[src/rtl/capture_ctrl_if.sv]
// Capture sequencer bus: software commands, sample strobe and trigger in;
// RAM write port and capture status out. master = driver, slave = sequencer.
interface capture_ctrl_if #(
  parameter int ADDR_W = 9
);
  logic              run;
  logic              clr_cap_done;
  logic              wrt_smpl;
  logic              triggered;
  logic [ADDR_W-1:0] trig_pos;
  logic              we;
  logic [ADDR_W-1:0] waddr;
  logic              armed;
  logic              set_capture_done;
  logic              capture_done;
  logic              busy;

  modport master (
    output run,
    output clr_cap_done,
    output wrt_smpl,
    output triggered,
    output trig_pos,
    input  we,
    input  waddr,
    input  armed,
    input  set_capture_done,
    input  capture_done,
    input  busy
  );

  modport slave (
    input  run,
    input  clr_cap_done,
    input  wrt_smpl,
    input  triggered,
    input  trig_pos,
    output we,
    output waddr,
    output armed,
    output set_capture_done,
    output capture_done,
    output busy
  );
endinterface

[src/rtl/capture_ctrl.sv]
// Logic analyzer capture sequencer: fills a circular sample RAM, arms the
// trigger once enough history exists, collects trig_pos post-trigger samples.
// Ports: clk, rst_n (async, active-low), bus (capture_ctrl_if.slave).
module capture_ctrl #(
  parameter int ADDR_W = 9
) (
  input  logic           clk,
  input  logic           rst_n,
  capture_ctrl_if.slave  bus
);

  localparam logic [1:0] IDLE = 2'd0;
  localparam logic [1:0] WRT  = 2'd1;
  localparam logic [1:0] POST = 2'd2;
  localparam logic [1:0] DONE = 2'd3;

  // DEPTH expressed in the ADDR_W+1 bit counter domain
  localparam logic [ADDR_W:0] DEPTH_C = {1'b1, {ADDR_W{1'b0}}};

  logic [1:0]        state_q, state_d;
  logic [ADDR_W-1:0] waddr_q, waddr_d;
  logic [ADDR_W-1:0] post_cnt_q, post_cnt_d;
  logic [ADDR_W:0]   smpl_cnt_q, smpl_cnt_d;
  logic              armed_q, armed_d;
  logic              set_done_q, set_done_d;
  logic              cap_done_q, cap_done_d;

  logic              in_wrt;
  logic              in_post;
  logic              post_full;
  logic              start;
  logic              we;
  logic [ADDR_W:0]   arm_thr;

  assign in_wrt    = (state_q == WRT);
  assign in_post   = (state_q == POST);
  assign post_full = (post_cnt_q == bus.trig_pos);

  // run starts from IDLE and restarts from WRT/POST; DONE ignores it
  assign start = bus.run & (state_q != DONE);

  assign we = bus.wrt_smpl &
              (in_wrt | (in_post & ~post_full));

  // history needed before the trigger may fire
  assign arm_thr = DEPTH_C - {1'b0, bus.trig_pos};

  always_comb begin
    state_d    = state_q;
    waddr_d    = waddr_q;
    post_cnt_d = post_cnt_q;
    smpl_cnt_d = smpl_cnt_q;
    armed_d    = armed_q;
    set_done_d = 1'b0;
    cap_done_d = cap_done_q;

    if (start) begin
      state_d    = WRT;
      waddr_d    = '0;
      post_cnt_d = '0;
      smpl_cnt_d = '0;
      armed_d    = 1'b0;
    end else begin
      unique case (state_q)
        IDLE: begin
        end
        WRT: begin
          if (we) begin
            waddr_d = waddr_q + 1'b1;
            if (smpl_cnt_q != DEPTH_C)
              smpl_cnt_d = smpl_cnt_q + 1'b1;
          end
          // uses the updated count so armed rises
          // the cycle after the qualifying write
          armed_d = armed_q | (smpl_cnt_d >= arm_thr);
          if (bus.triggered)
            state_d = POST;
        end
        POST: begin
          if (post_full) begin
            state_d    = DONE;
            set_done_d = 1'b1;
            cap_done_d = 1'b1;
            armed_d    = 1'b0;
          end else if (we) begin
            waddr_d    = waddr_q + 1'b1;
            post_cnt_d = post_cnt_q + 1'b1;
          end
        end
        DONE: begin
          // waddr stays frozen on the oldest sample
          if (bus.clr_cap_done) begin
            state_d    = IDLE;
            cap_done_d = 1'b0;
          end
        end
        default: begin
          state_d = IDLE;
        end
      endcase
    end
  end

  always_ff @(posedge clk or negedge rst_n) begin
    if (!rst_n) begin
      state_q    <= IDLE;
      waddr_q    <= '0;
      post_cnt_q <= '0;
      smpl_cnt_q <= '0;
      armed_q    <= 1'b0;
      set_done_q <= 1'b0;
      cap_done_q <= 1'b0;
    end else begin
      state_q    <= state_d;
      waddr_q    <= waddr_d;
      post_cnt_q <= post_cnt_d;
      smpl_cnt_q <= smpl_cnt_d;
      armed_q    <= armed_d;
      set_done_q <= set_done_d;
      cap_done_q <= cap_done_d;
    end
  end

  assign bus.we               = we;
  assign bus.waddr            = waddr_q;
  assign bus.armed            = armed_q;
  assign bus.set_capture_done = set_done_q;
  assign bus.capture_done     = cap_done_q;
  assign bus.busy             = in_wrt | in_post;

endmodule

[src/flat_wrapper.sv]
// flat-port wrapper written by rule: the top's interface ports become plain ports
module capture_ctrl_flat 
#(
  parameter int ADDR_W = 9
)
  (clk, rst_n, bus_run, bus_clr_cap_done, bus_wrt_smpl, bus_triggered, bus_trig_pos, bus_we, bus_waddr, bus_armed, bus_set_capture_done, bus_capture_done, bus_busy);
  capture_ctrl_if #(.ADDR_W(ADDR_W)) bus_i ();
  input  logic clk;
  input  logic rst_n;
  input wire logic [$bits(bus_i.run)-1:0] bus_run;
  input wire logic [$bits(bus_i.clr_cap_done)-1:0] bus_clr_cap_done;
  input wire logic [$bits(bus_i.wrt_smpl)-1:0] bus_wrt_smpl;
  input wire logic [$bits(bus_i.triggered)-1:0] bus_triggered;
  input wire logic [$bits(bus_i.trig_pos)-1:0] bus_trig_pos;
  output wire logic [$bits(bus_i.we)-1:0] bus_we;
  output wire logic [$bits(bus_i.waddr)-1:0] bus_waddr;
  output wire logic [$bits(bus_i.armed)-1:0] bus_armed;
  output wire logic [$bits(bus_i.set_capture_done)-1:0] bus_set_capture_done;
  output wire logic [$bits(bus_i.capture_done)-1:0] bus_capture_done;
  output wire logic [$bits(bus_i.busy)-1:0] bus_busy;
  assign bus_i.run = bus_run;
  assign bus_i.clr_cap_done = bus_clr_cap_done;
  assign bus_i.wrt_smpl = bus_wrt_smpl;
  assign bus_i.triggered = bus_triggered;
  assign bus_i.trig_pos = bus_trig_pos;
  assign bus_we = bus_i.we;
  assign bus_waddr = bus_i.waddr;
  assign bus_armed = bus_i.armed;
  assign bus_set_capture_done = bus_i.set_capture_done;
  assign bus_capture_done = bus_i.capture_done;
  assign bus_busy = bus_i.busy;
  capture_ctrl #(.ADDR_W(ADDR_W)) u_core (.clk(clk), .rst_n(rst_n), .bus(bus_i));
endmodule
[config.mk]
export PLATFORM = sky130hd
export DESIGN_NAME = capture_ctrl_flat
export DESIGN_NICKNAME = d
export VERILOG_FILES = /design/src/rtl/capture_ctrl_if.sv /design/src/rtl/capture_ctrl.sv /design/src/flat_wrapper.sv
export SDC_FILE = /design/constraint.sdc
export NUM_CORES = 1
export LEC_CHECK = 0
export CAP_MARGIN = 20
export CORE_ASPECT_RATIO = 1.2
export CORE_MARGIN = 1.5
export CORE_UTILIZATION = 40
export CTS_CLUSTER_DIAMETER = 40
export CTS_CLUSTER_SIZE = 10
export DETAILED_ROUTE_END_ITERATION = 8
export DONT_BUFFER_PORTS = 1
export GPL_ROUTABILITY_DRIVEN = 0
export PLACE_DENSITY = 0.66
export SYNTH_ARGS = -nofsm -noshare
export SYNTH_HDL_FRONTEND = slang
export SYNTH_SLANG_ARGS = --single-unit
[constraint.sdc]
create_clock -name clk -period 3 [get_ports clk]
set_clock_uncertainty 0.2 [all_clocks]
set_input_delay 0.6 -clock clk [delete_from_list [all_inputs] [get_ports clk]]
set_output_delay 0.6 -clock clk [all_outputs]
set_load 0.03 [all_outputs]
== Word level (Yosys, flattened, before mapping) ==
Cells that the tools add are included.

* Register bits after elaboration: 33
* Input bits: 15
* Logic and storage cells: 72

* Add/sub/neg operators: 4
* $lt $le $gt $ge: 1
* Eq/ne operators: 13
* Muxes and demuxes: 28
* Bitwise gates (word level): 8
* Reductions and logical operators: 11

{| class="wikitable"
|+ Operators with widths
! cell !! number
|-
| $mux 9 || 7
|-
| $mux 10 || 6
|-
| $add 9x1->9 const B || 2
|-
| $pmux 9 s2 || 1
|-
| $add 10x1->10 const B || 1
|-
| $ge 10x10->1 || 1
|-
| $ne 10x10->1 const B || 1
|-
| $sub 10x9->10 const A || 1
|-
| $eq 9x9->1 || 1
|-
| $ne 3x3->1 const B || 3
|-
| $mux 2 || 4
|-
| $ne 2x2->1 const B || 4
|-
| $reduce_and 4->1 || 2
|-
| $reduce_bool 2->1 || 4
|-
| $mux 1 || 7
|-
| $pmux 2 s3 || 1
|-
| $eq 2x2->1 const B || 2
|-
| $pmux 1 s2 || 2
|-
| $reduce_and 2->1 || 2
|-
| $reduce_bool 4->1 || 1
|-
| $and 1x1->1 || 3
|-
| $ne 3x2->1 const B || 1
|-
| $or 1x1->1 || 3
|-
| $reduce_and 3->1 || 1
|-
| 3 further kinds || 4
|}

== Depth between registers and ports, before layout ==
Gate-level depths: netlist of the first run.

* Depth after elaboration: 12
* Mapped depth: 14
* Depth with buffers taken out: 14

== Worst setup path after synthesis of the first run ==
Ideal clock, no wire load.

* Kind: input to register
* Start: input port bus_trig_pos[1]
* End: register u_core.armed_q, in the netlist u_core.bus.armed
* Data arrival time: 2869 ps
* Data required time: 2670 ps
* Path slack: -199 ps
* Stages on the path: 12
* Cells stage by stage: xor2_1 > nor4_4 > nand3_2 > nor2_1 > nor2_1 > mux2_1 > ha_1 > a21o_1 > a21oi_1 > o21ai_0 > o211ai_1 > a211oi_1

* Word-level cells in the longest chain between the ends: 12
* Elaborated cells between the ends (all ways): 15
* Those cells by class: add/sub (1); order compare (1); eq/ne (2); mux (5); bitwise (5); reduce/logical (1)

{| class="wikitable"
|+ RTL lines
! what !! line !! source
|-
| start: declaration || flat_wrapper.sv:14 || <nowiki>input wire logic [$bits(bus_i.trig_pos)-1:0] bus_trig_pos;</nowiki>
|-
| $eq 9x9->1 || capture_ctrl.sv:37 || <nowiki>assign post_full = (post_cnt_q == bus.trig_pos);</nowiki>
|-
| $not 1->1 || capture_ctrl.sv:43 || <nowiki>(in_wrt | (in_post & ~post_full));</nowiki>
|-
| $and 1x1->1 || capture_ctrl.sv:43 ||
|-
| $or 1x1->1 || capture_ctrl.sv:43 ||
|-
| $and 1x1->1 || capture_ctrl.sv:42 || <nowiki>assign we = bus.wrt_smpl &</nowiki>
|-
| named net bus_we || flat_wrapper.sv:15 || <nowiki>output wire logic [$bits(bus_i.we)-1:0] bus_we;</nowiki>
|-
| $mux 10 || capture_ctrl.sv:68 || <nowiki>if (we) begin</nowiki>
|-
| $mux 10 || capture_ctrl.sv:64 || <nowiki>unique case (state_q)</nowiki>
|-
| $mux 10 || capture_ctrl.sv:57 || <nowiki>if (start) begin</nowiki>
|-
| $ge 10x10->1 || capture_ctrl.sv:75 || <nowiki>armed_d = armed_q | (smpl_cnt_d >= arm_thr);</nowiki>
|-
| $or 1x1->1 || capture_ctrl.sv:75 ||
|-
| $pmux 1 s2 || capture_ctrl.sv:64 ||
|-
| $mux 1 || capture_ctrl.sv:57 ||
|-
| end signal: assignment || capture_ctrl.sv:118 || <nowiki>armed_q <= armed_d;</nowiki>
|-
| end: declaration || capture_ctrl.sv:24 || <nowiki>logic armed_q, armed_d;</nowiki>
|}

The timed path passes the listed nets, and every way through them passes these cells. The select of a mux whose other input is x is not followed.
A chain may end at the register's enable or synchronous reset.

== Worst setup path in the final report of the first run ==
* Start: register u_core.post_cnt_q[1]
* End: register u_core.armed_q, in the netlist u_core.bus.armed

* Word-level cells in the longest chain between the ends: 12
* Elaborated cells between the ends (all ways): 14
* Those cells by class: order compare (1); eq/ne (2); mux (5); bitwise (5); reduce/logical (1)

{| class="wikitable"
|+ RTL lines
! what !! line !! source
|-
| start: declaration || capture_ctrl.sv:22 || <nowiki>logic [ADDR_W-1:0] post_cnt_q, post_cnt_d;</nowiki>
|-
| start signal: assignment || capture_ctrl.sv:116 || <nowiki>post_cnt_q <= post_cnt_d;</nowiki>
|-
| $eq 9x9->1 * || capture_ctrl.sv:37 ||
|-
| $not 1->1 || capture_ctrl.sv:43 ||
|-
| $and 1x1->1 || capture_ctrl.sv:43 ||
|-
| $or 1x1->1 || capture_ctrl.sv:43 ||
|-
| $and 1x1->1 || capture_ctrl.sv:42 ||
|-
| $mux 10 || capture_ctrl.sv:68 ||
|-
| $mux 10 || capture_ctrl.sv:64 ||
|-
| $mux 10 || capture_ctrl.sv:57 ||
|-
| $ge 10x10->1 || capture_ctrl.sv:75 ||
|-
| $or 1x1->1 || capture_ctrl.sv:75 ||
|-
| $pmux 1 s2 || capture_ctrl.sv:64 ||
|-
| $mux 1 || capture_ctrl.sv:57 ||
|}

Every way passes the cells marked *; elsewhere a longest branch is shown, timed or not. The select of a mux whose other input is x is not followed.

==> flow_metrics.tcl, run 1 <==
set metrics [dict create \
    synth_compound_area_share_pct 16.4 \
    cap_violations 0 \
    grt_pass1_wl_mm 9.56 \
    power.total_mw 1.70 \
    min-delay-start "bus_wrt_smpl" \
    antenna_cells 0 \
    power_frac_comb_pct 43.0 \
    power_switching_mw 0.735 \
    grt_overflow 0 \
    required_ns 2.97 \
    cts_tree "yes" \
    syn_avg_cell_area_um2 8.58 \
    end_kind "register" \
    synth_top_family_by_area "simple AND/OR/NAND/NOR gates" \
    ys_async_sr_fraction_pct 100 \
    yosysWarningCount 0 \
    drtPass1Iterations 4 \
    die_x_um 74.8 \
    synth_cell_types 45 \
    dr_total_vias 2117 \
    syn_inst 288 \
    fin_crit_ns 2.87 \
    path_class "reg -> reg" \
    grt_pass1_vias 2070 \
    grt_max_degree 34 \
    cts_made_buffers 5 \
    final_cell_mix "nand2_1 (36), dfrtp_1 (33), xor2_1 (21), nor2_1 (21)" \
    slew_viol_final 0 \
    grt_util_all_layers_pct 18.5 \
    hold_path_end "u_core.smpl_cnt_q[1]" \
    outcome "finished, final reports clean" \
    drt_iter0_markers 76 \
    p_per_area_nw_per_um2 592 \
    tightest_slew_ns 0.508 \
    finalCritPeriodShare_pct 95.7 \
    ir_drop_mv 0.501 \
    cellInternalPower_mw 0.965 \
    cts.sinks 33 \
    io_buffers 0 \
    final_hold_viol_count 0 \
    hold_depth 3 \
    final_core_util_pct 47.8 \
    seq_area_frac_synth_pct 33.4 \
    antenna_found_initial 0 \
    start_util_pct 41.1 \
    synth_nets 321 \
    p_leak_nw 1.31 \
    wirelength_mm 5.62 \
    num_rows 31 \
    h-tree-depth 2 \
    power_frac_seq_pct 37.1 \
    synthFlopType "dfrtp_1" \
    setup_viol 0 \
    syn_area_um2 2470 \
    clk_path_buf_depth 2 \
    drc 0 \
    setup.worst_path.start_class "register" \
    clockRootBuffer "clkbuf_8" \
    syn2layout_area_growth_pct 16.3 \
    final_common_cell "nand2_1" \
    r2r_end "u_core.bus.armed" \
    finalSetupTns_ns 0 \
    routedWlPerCell_um 14.3 \
    fmax_ghz 0.348 \
    worstPathArrival_ns 2.84 \
    io_pins 29 \
    worstPathMaxFanout 6 \
    fillers 597 \
    die_h_um 89.1 \
    ant_nets 0 \
    nets 342 \
    final_cells 392 \
    r2r_setup_slack_ns 0.13 \
    drive_above_1_share_pct 15.5 \
    via_per_inst 5.40 \
    synth_xor_xnor_area_share_pct 11.7 \
    p_sw_share_pct 43.2 \
    r2r-start "u_core.post_cnt_q[1]" \
    pwr-share-clk_pct 20.0 \
    clk_pin_slew_ns 0.08 \
    synthSimpleGateAreaFrac_pct 25.3 \
    core_area_um2 6010 \
    ys_seq_elements 33 \
    dp_hpwl_mm 4.24 \
    synth_edf_count 0 \
    post-place-cells 380 \
    dieArea_um2 6660 \
    insertion_delay_ns 0.29 \
    post-route-cell-area_um2 2870 \
    place_area_um2 2720 \
    relSlewSlack_pct 66.0 \
    r2r_cells 12 \
    synthAdderAreaFrac_pct 9.11 \
    hp-class "in -> reg" \
    synth_mux_area_share_pct 0.861 \
]
[synth_stat cells (2+ instances only)]
library cell  number  share of area [%]
nor2_1            23                3.5
o31ai_1            4                1.2
nor2b_1            3               0.76
a21o_1             2               0.61
and2_1             2               0.51
nand3_1           11                2.2
nor4b_1            2               0.71
and3_1            11                2.8
o221a_2            2               0.91
o21ai_0           14                2.8
dfrtp_1           33                 33
ha_1              18                9.1
inv_1             13                2.0
or4_1              2               0.61
or3_1              2               0.51
clkbuf_1           6               0.91
nand4_1            7                1.8
xnor2_1           10                3.5
nand2b_1           5                1.3
or2_2              2               0.51
o211ai_1           5                1.5
xor2_1            23                8.2
nor3_1             7                1.4
o21a_1             6                1.8
nand2_1           36                5.5
a21oi_1           20                4.1
[area by class of cell]
| cell class | count | area (µm²) | share of cell area [%] |
|---|---|---|---|
| clock buffer | 5 | 68.8 | 2.40 |
| clock inverter | 3 | 17.5 | 0.610 |
| inverter | 13 | 48.8 | 1.70 |
| multi-input combinational | 234 | 1630 | 56.7 |
| sequential | 33 | 826 | 28.7 |
| tap | 82 | 103 | 3.57 |
| timing repair buffer | 22 | 180 | 6.27 |
[how the worst max path moves through the flow]
stage	cells after the start	start	endpoint	slack (ns)
2_1_floorplan	11	bus_trig_pos[5]	u_core.bus.armed	-0.08
3_3_place_gp	11	bus_trig_pos[5]	u_core.bus.armed	-0.08
3_5_place_dp	11	bus_trig_pos[5]	u_core.bus.armed	-0.15
4_1_cts	11	u_core.post_cnt_q[2]	u_core.bus.armed	0.02
5_1_grt	12	u_core.post_cnt_q[1]	u_core.bus.armed	-0.004
6_report	12	u_core.post_cnt_q[1]	u_core.bus.armed	0.13
[critical path, cell delays in order, from the launching register on]
cell	delay, ns
dfrtp_1	0.41
xor2_1	0.20
nor4_4	0.39
nand3_4	0.14
o211a_4	0.28
nand2_1	0.08
xnor2_1	0.14
ha_1	0.27
nor2b_2	0.18
a2111oi_4	0.17
o21ai_1	0.10
o211ai_1	0.10
a211oi_1	0.10
[power groups by stage]
stage,combinational (mW),sequential [mW],clock (mW)
2_1_floorplan,0.546,0.617,0
3_3_place_gp,0.711,0.637,0
3_5_place_dp,0.720,0.638,0
4_1_cts,0.736,0.631,0.350
5_1_grt,0.827,0.639,0.365
6_report,0.731,0.630,0.339
[timing repair]
| action | CTS | global route |
|---|---|---|
| hold endpoints to repair | 33 | 0 |
| setup endpoints to repair | 0 | 1 |
| resized for setup | 0 | 5 |
| buffers inserted | 0 | 2 |
| hold buffers | 2 | 0 |
[state kept, by name (all words and copies together) (netlist names)]
register	count
u_core.smpl_cnt_q	10
u_core.post_cnt_q	9
u_core.bus.capture_done	1
u_core.bus.waddr	9
u_core.state_q	2
u_core.bus.armed	1
u_core.bus.set_capture_done	1
[metrics by stage]
step                hold slack [ns]  worst slack, ns
global placement              0.106          -0.0840
finish                        0.330            0.130
global route                  0.362         -0.00395
floorplan                     0.104          -0.0822
detailed placement            0.106           -0.145
CTS                           0.317           0.0216
[layer usage]
metal  part of all wire [%]  track usage [%]  vias up
li1                       -                -     1064
met1                     44             23.1     1012
met2                     50             32.1       34
met3                    4.5             4.28        7
met4                    1.2             4.96        0
met5                      0                0        -
[cell families (layout without fill, tap and decap cells)]
group,after synthesis,in the layout
AOI/OAI and AO/OA,61,61
xor gates and xnor gates,33,33
adders and majority gates,18,18
buffers and inverters,21,43
DFF,33,33
muxes,2,2
and+or+nand+nor,120,120
(Power assumes the default switching activity.)
==> inputs of run 2 (changes only) <==
--- a/config.mk
+++ b/config.mk
@@ -15,6 +15,7 @@
 export DONT_BUFFER_PORTS = 1
 export GPL_ROUTABILITY_DRIVEN = 0
 export PLACE_DENSITY = 0.66
+export SLEW_MARGIN = 20
 export SYNTH_ARGS = -nofsm -noshare
 export SYNTH_HDL_FRONTEND = slang
 export SYNTH_SLANG_ARGS = --single-unit
==> results of run 2 <==
Final layout, timing and power as in run 1 (identical DEF).
==> inputs of run 3 (changes only) <==
--- a/config.mk
+++ b/config.mk
@@ -8,13 +8,13 @@
 export CAP_MARGIN = 20
 export CORE_ASPECT_RATIO = 1.2
 export CORE_MARGIN = 1.5
-export CORE_UTILIZATION = 40
+export CORE_UTILIZATION = 25
 export CTS_CLUSTER_DIAMETER = 40
 export CTS_CLUSTER_SIZE = 10
 export DETAILED_ROUTE_END_ITERATION = 8
 export DONT_BUFFER_PORTS = 1
 export GPL_ROUTABILITY_DRIVEN = 0
-export PLACE_DENSITY = 0.66
+export PLACE_DENSITY = 0.5
 export SLEW_MARGIN = 20
 export SYNTH_ARGS = -nofsm -noshare
 export SYNTH_HDL_FRONTEND = slang
==> run 3 against run 2 <==
Compared with the run above: flip-flop and latch count unchanged; final area up 5.2%; die area up 58%; setup slack worse by 0.0038 ns; maximum frequency down 0.13%; non-clock buffer count up 3; sequential share of layout area down 1.4 points; clock power up 47%; cell count up 11%; clock-buffer cell count unchanged; via count up 1.4%; critical path depth unchanged; highest routed layer unchanged.
==> flow_metrics.tcl, run 3 (synthesis gave the netlist of run 1 again) <==
set metrics [dict create \
    required_ns 2.96 \
    grt_util_all_layers_pct 12.3 \
    h-tree-depth 2 \
    clk_pin_slew_ns 0.06 \
    routedWlPerCell_um 14.3 \
    num_rows 39 \
    top_register "u_core.smpl_cnt_q" \
    slew_viol_final 0 \
    io_buffers 0 \
    drc 0 \
    core_area_um2 9560 \
    insertion_delay_ns 0.28 \
    start_util_pct 25.8 \
    grt_pass1_wl_mm 10.2 \
    whs_ns 0.350 \
    die_h_um 112 \
    grt_overflow 0 \
    wirelength_mm 6.26 \
    setup.worst_path.start_class "register" \
    dieArea_um2 10500 \
    worstPathArrival_ns 2.83 \
    clk_path_buf_depth 2 \
    setup_viol 0 \
    power_switching_mw 0.774 \
    p_per_area_nw_per_um2 629 \
    slowest_stage "dfrtp_1" \
    pwr-share-clk_pct 26.2 \
    tightest_slew_ns 0.598 \
    antenna_cells 0 \
    crit_chain "xor2_1 > nor4_4 > nand3_4 > o211a_4 > xnor2_2 > ha_1 > nand2b_1 > a21o_1 > a21oi_2 > o21ai_1 > o211ai_1 > a211oi_1" \
    final_cell_mix "nand2_1 (36), dfrtp_1 (33), buf_4 (23)" \
    finalSetupTns_ns 0 \
    ir_drop_mv 0.593 \
    p_leak_nw 1.36 \
    drt_iter0_markers 97 \
    drtPass1Iterations 5 \
    fmax_ghz 0.348 \
    max_stage_delay_ns 0.41 \
    path_class "reg -> reg" \
    path_buf_inv 0 \
    dpl_worst_slack_ns -0.103 \
    clockRootBuffer "clkbuf_16" \
    final_cells 436 \
    fillers 1037 \
    grt_max_degree 34 \
    syn2layout_area_growth_pct 22.3 \
    dp_hpwl_mm 4.80 \
    nets 345 \
    ant_nets 0 \
    relSlewSlack_pct 60.1 \
    fin_crit_ns 2.87 \
    p_sw_share_pct 40.7 \
    multi_input_area_um2 1650 \
    antenna_found_initial 0 \
    hp-class "in -> reg" \
    cap_violations 0 \
    cts.sinks 33 \
    cellInternalPower_mw 1.13 \
    io_pins 29 \
    cts_tree "yes" \
    dr_total_vias 2146 \
    end_kind "register" \
    finalCritPeriodShare_pct 95.8 \
    critPathTopFamily "compound AO/OA/AOI/OAI gates" \
    power_frac_comb_pct 40.8 \
    worstPathMaxFanout 6 \
    outcome "finished, final reports clean" \
    fin_ws_ns 0.127 \
    drive_above_1_share_pct 17.3 \
    final_common_cell "nand2_1" \
    final_hold_viol_count 0 \
    ff_latch_area_um2 826 \
    power_frac_seq_pct 33.0 \
    largest_register_ffs 10 \
    cts_made_buffers 5 \
    die_x_um 93.8 \
    post-place-cells 425 \
    via_per_inst 4.92 \
    grt_pass1_vias 2030 \
]
[run 3: changes by cell type in the layout (fill, tap and decap cells not counted), moves of 2 or more]
cell,change
buf_4,+3
a21oi_1,-2
a21oi_2,+2
clkbuf_16,+5
clkbuf_8,-5
[run 3: final cells by class]
| cell class | count | share of cell area [%] |
|---|---|---|
| Clock inverter | 3 | 0.580 |
| Sequential cell | 33 | 27.3 |
| Tap cell | 123 | 5.09 |
| Multi-Input combinational cell | 234 | 54.5 |
| Clock buffer | 5 | 4.14 |
| Inverter | 13 | 1.61 |
| Timing Repair Buffer | 25 | 6.71 |
[run 3: power groups by stage]
stage	clock (mW)	combinational, mW	sequential [mW]
2_1_floorplan	0	0.546	0.617
3_3_place_gp	0	0.748	0.635
3_5_place_dp	0	0.748	0.634
4_1_cts	0.509	0.766	0.626
5_1_grt	0.526	0.866	0.638
6_report	0.498	0.775	0.627
[run 3: per-layer routing]
metal / track usage (%) / vias to the layer above / routed length, µm
met5: 0 / - / 0
met2: 21.5 / 46 / 3250
met1: 15.2 / 1027 / 2650
met4: 3.88 / 0 / 89
met3: 1.91 / 5 / 261
li1: - / 1068 / -
[run 3: tightest hold or removal path: cells and delay by family]
family,cells,cell delay (ns)
AO/OA/AOI/OAI,1,0.06
AND/OR/NAND/NOR,2,0.13
[run 3: what timing repair did]
item / CTS / global route
hold buffers: 2 / 0
hold endpoints to repair: 33 / 0
resized for setup: 0 / 8
setup endpoints to repair: 0 / 1
buffers inserted: 0 / 1
[run 3: metrics by stage]
stage / total power [mW] / utilization (%) / cell area [µm²]
floorplan: 1.16 / - / 2510
global placement: 1.38 / 29.3 / 2800
detailed placement: 1.38 / 29.3 / 2800
CTS: 1.90 / 31.1 / 2970
global route: 2.03 / 31.6 / 3020
finish: 1.90 / 31.6 / 3020
[run 3: worst paths after layout]
| kind | from | end | slack (ns) | depth (start not counted) |
|---|---|---|---|---|
| worst min register to register | u_core.post_cnt_q[8] | u_core.post_cnt_q[8] | 0.36 | 2 |
| worst max-delay path | u_core.post_cnt_q[1] | u_core.bus.armed | 0.13 | 12 |
| min in group asynchronous | rst_n | u_core.post_cnt_q[3] | 0.58 | 2 |
| worst max register to register | u_core.post_cnt_q[1] | u_core.bus.armed | 0.13 | 12 |
| max in group asynchronous | rst_n | u_core.bus.waddr[7] | 1.83 | 2 |
| worst min-delay path | bus_wrt_smpl | u_core.smpl_cnt_q[1] | 0.35 | 3 |
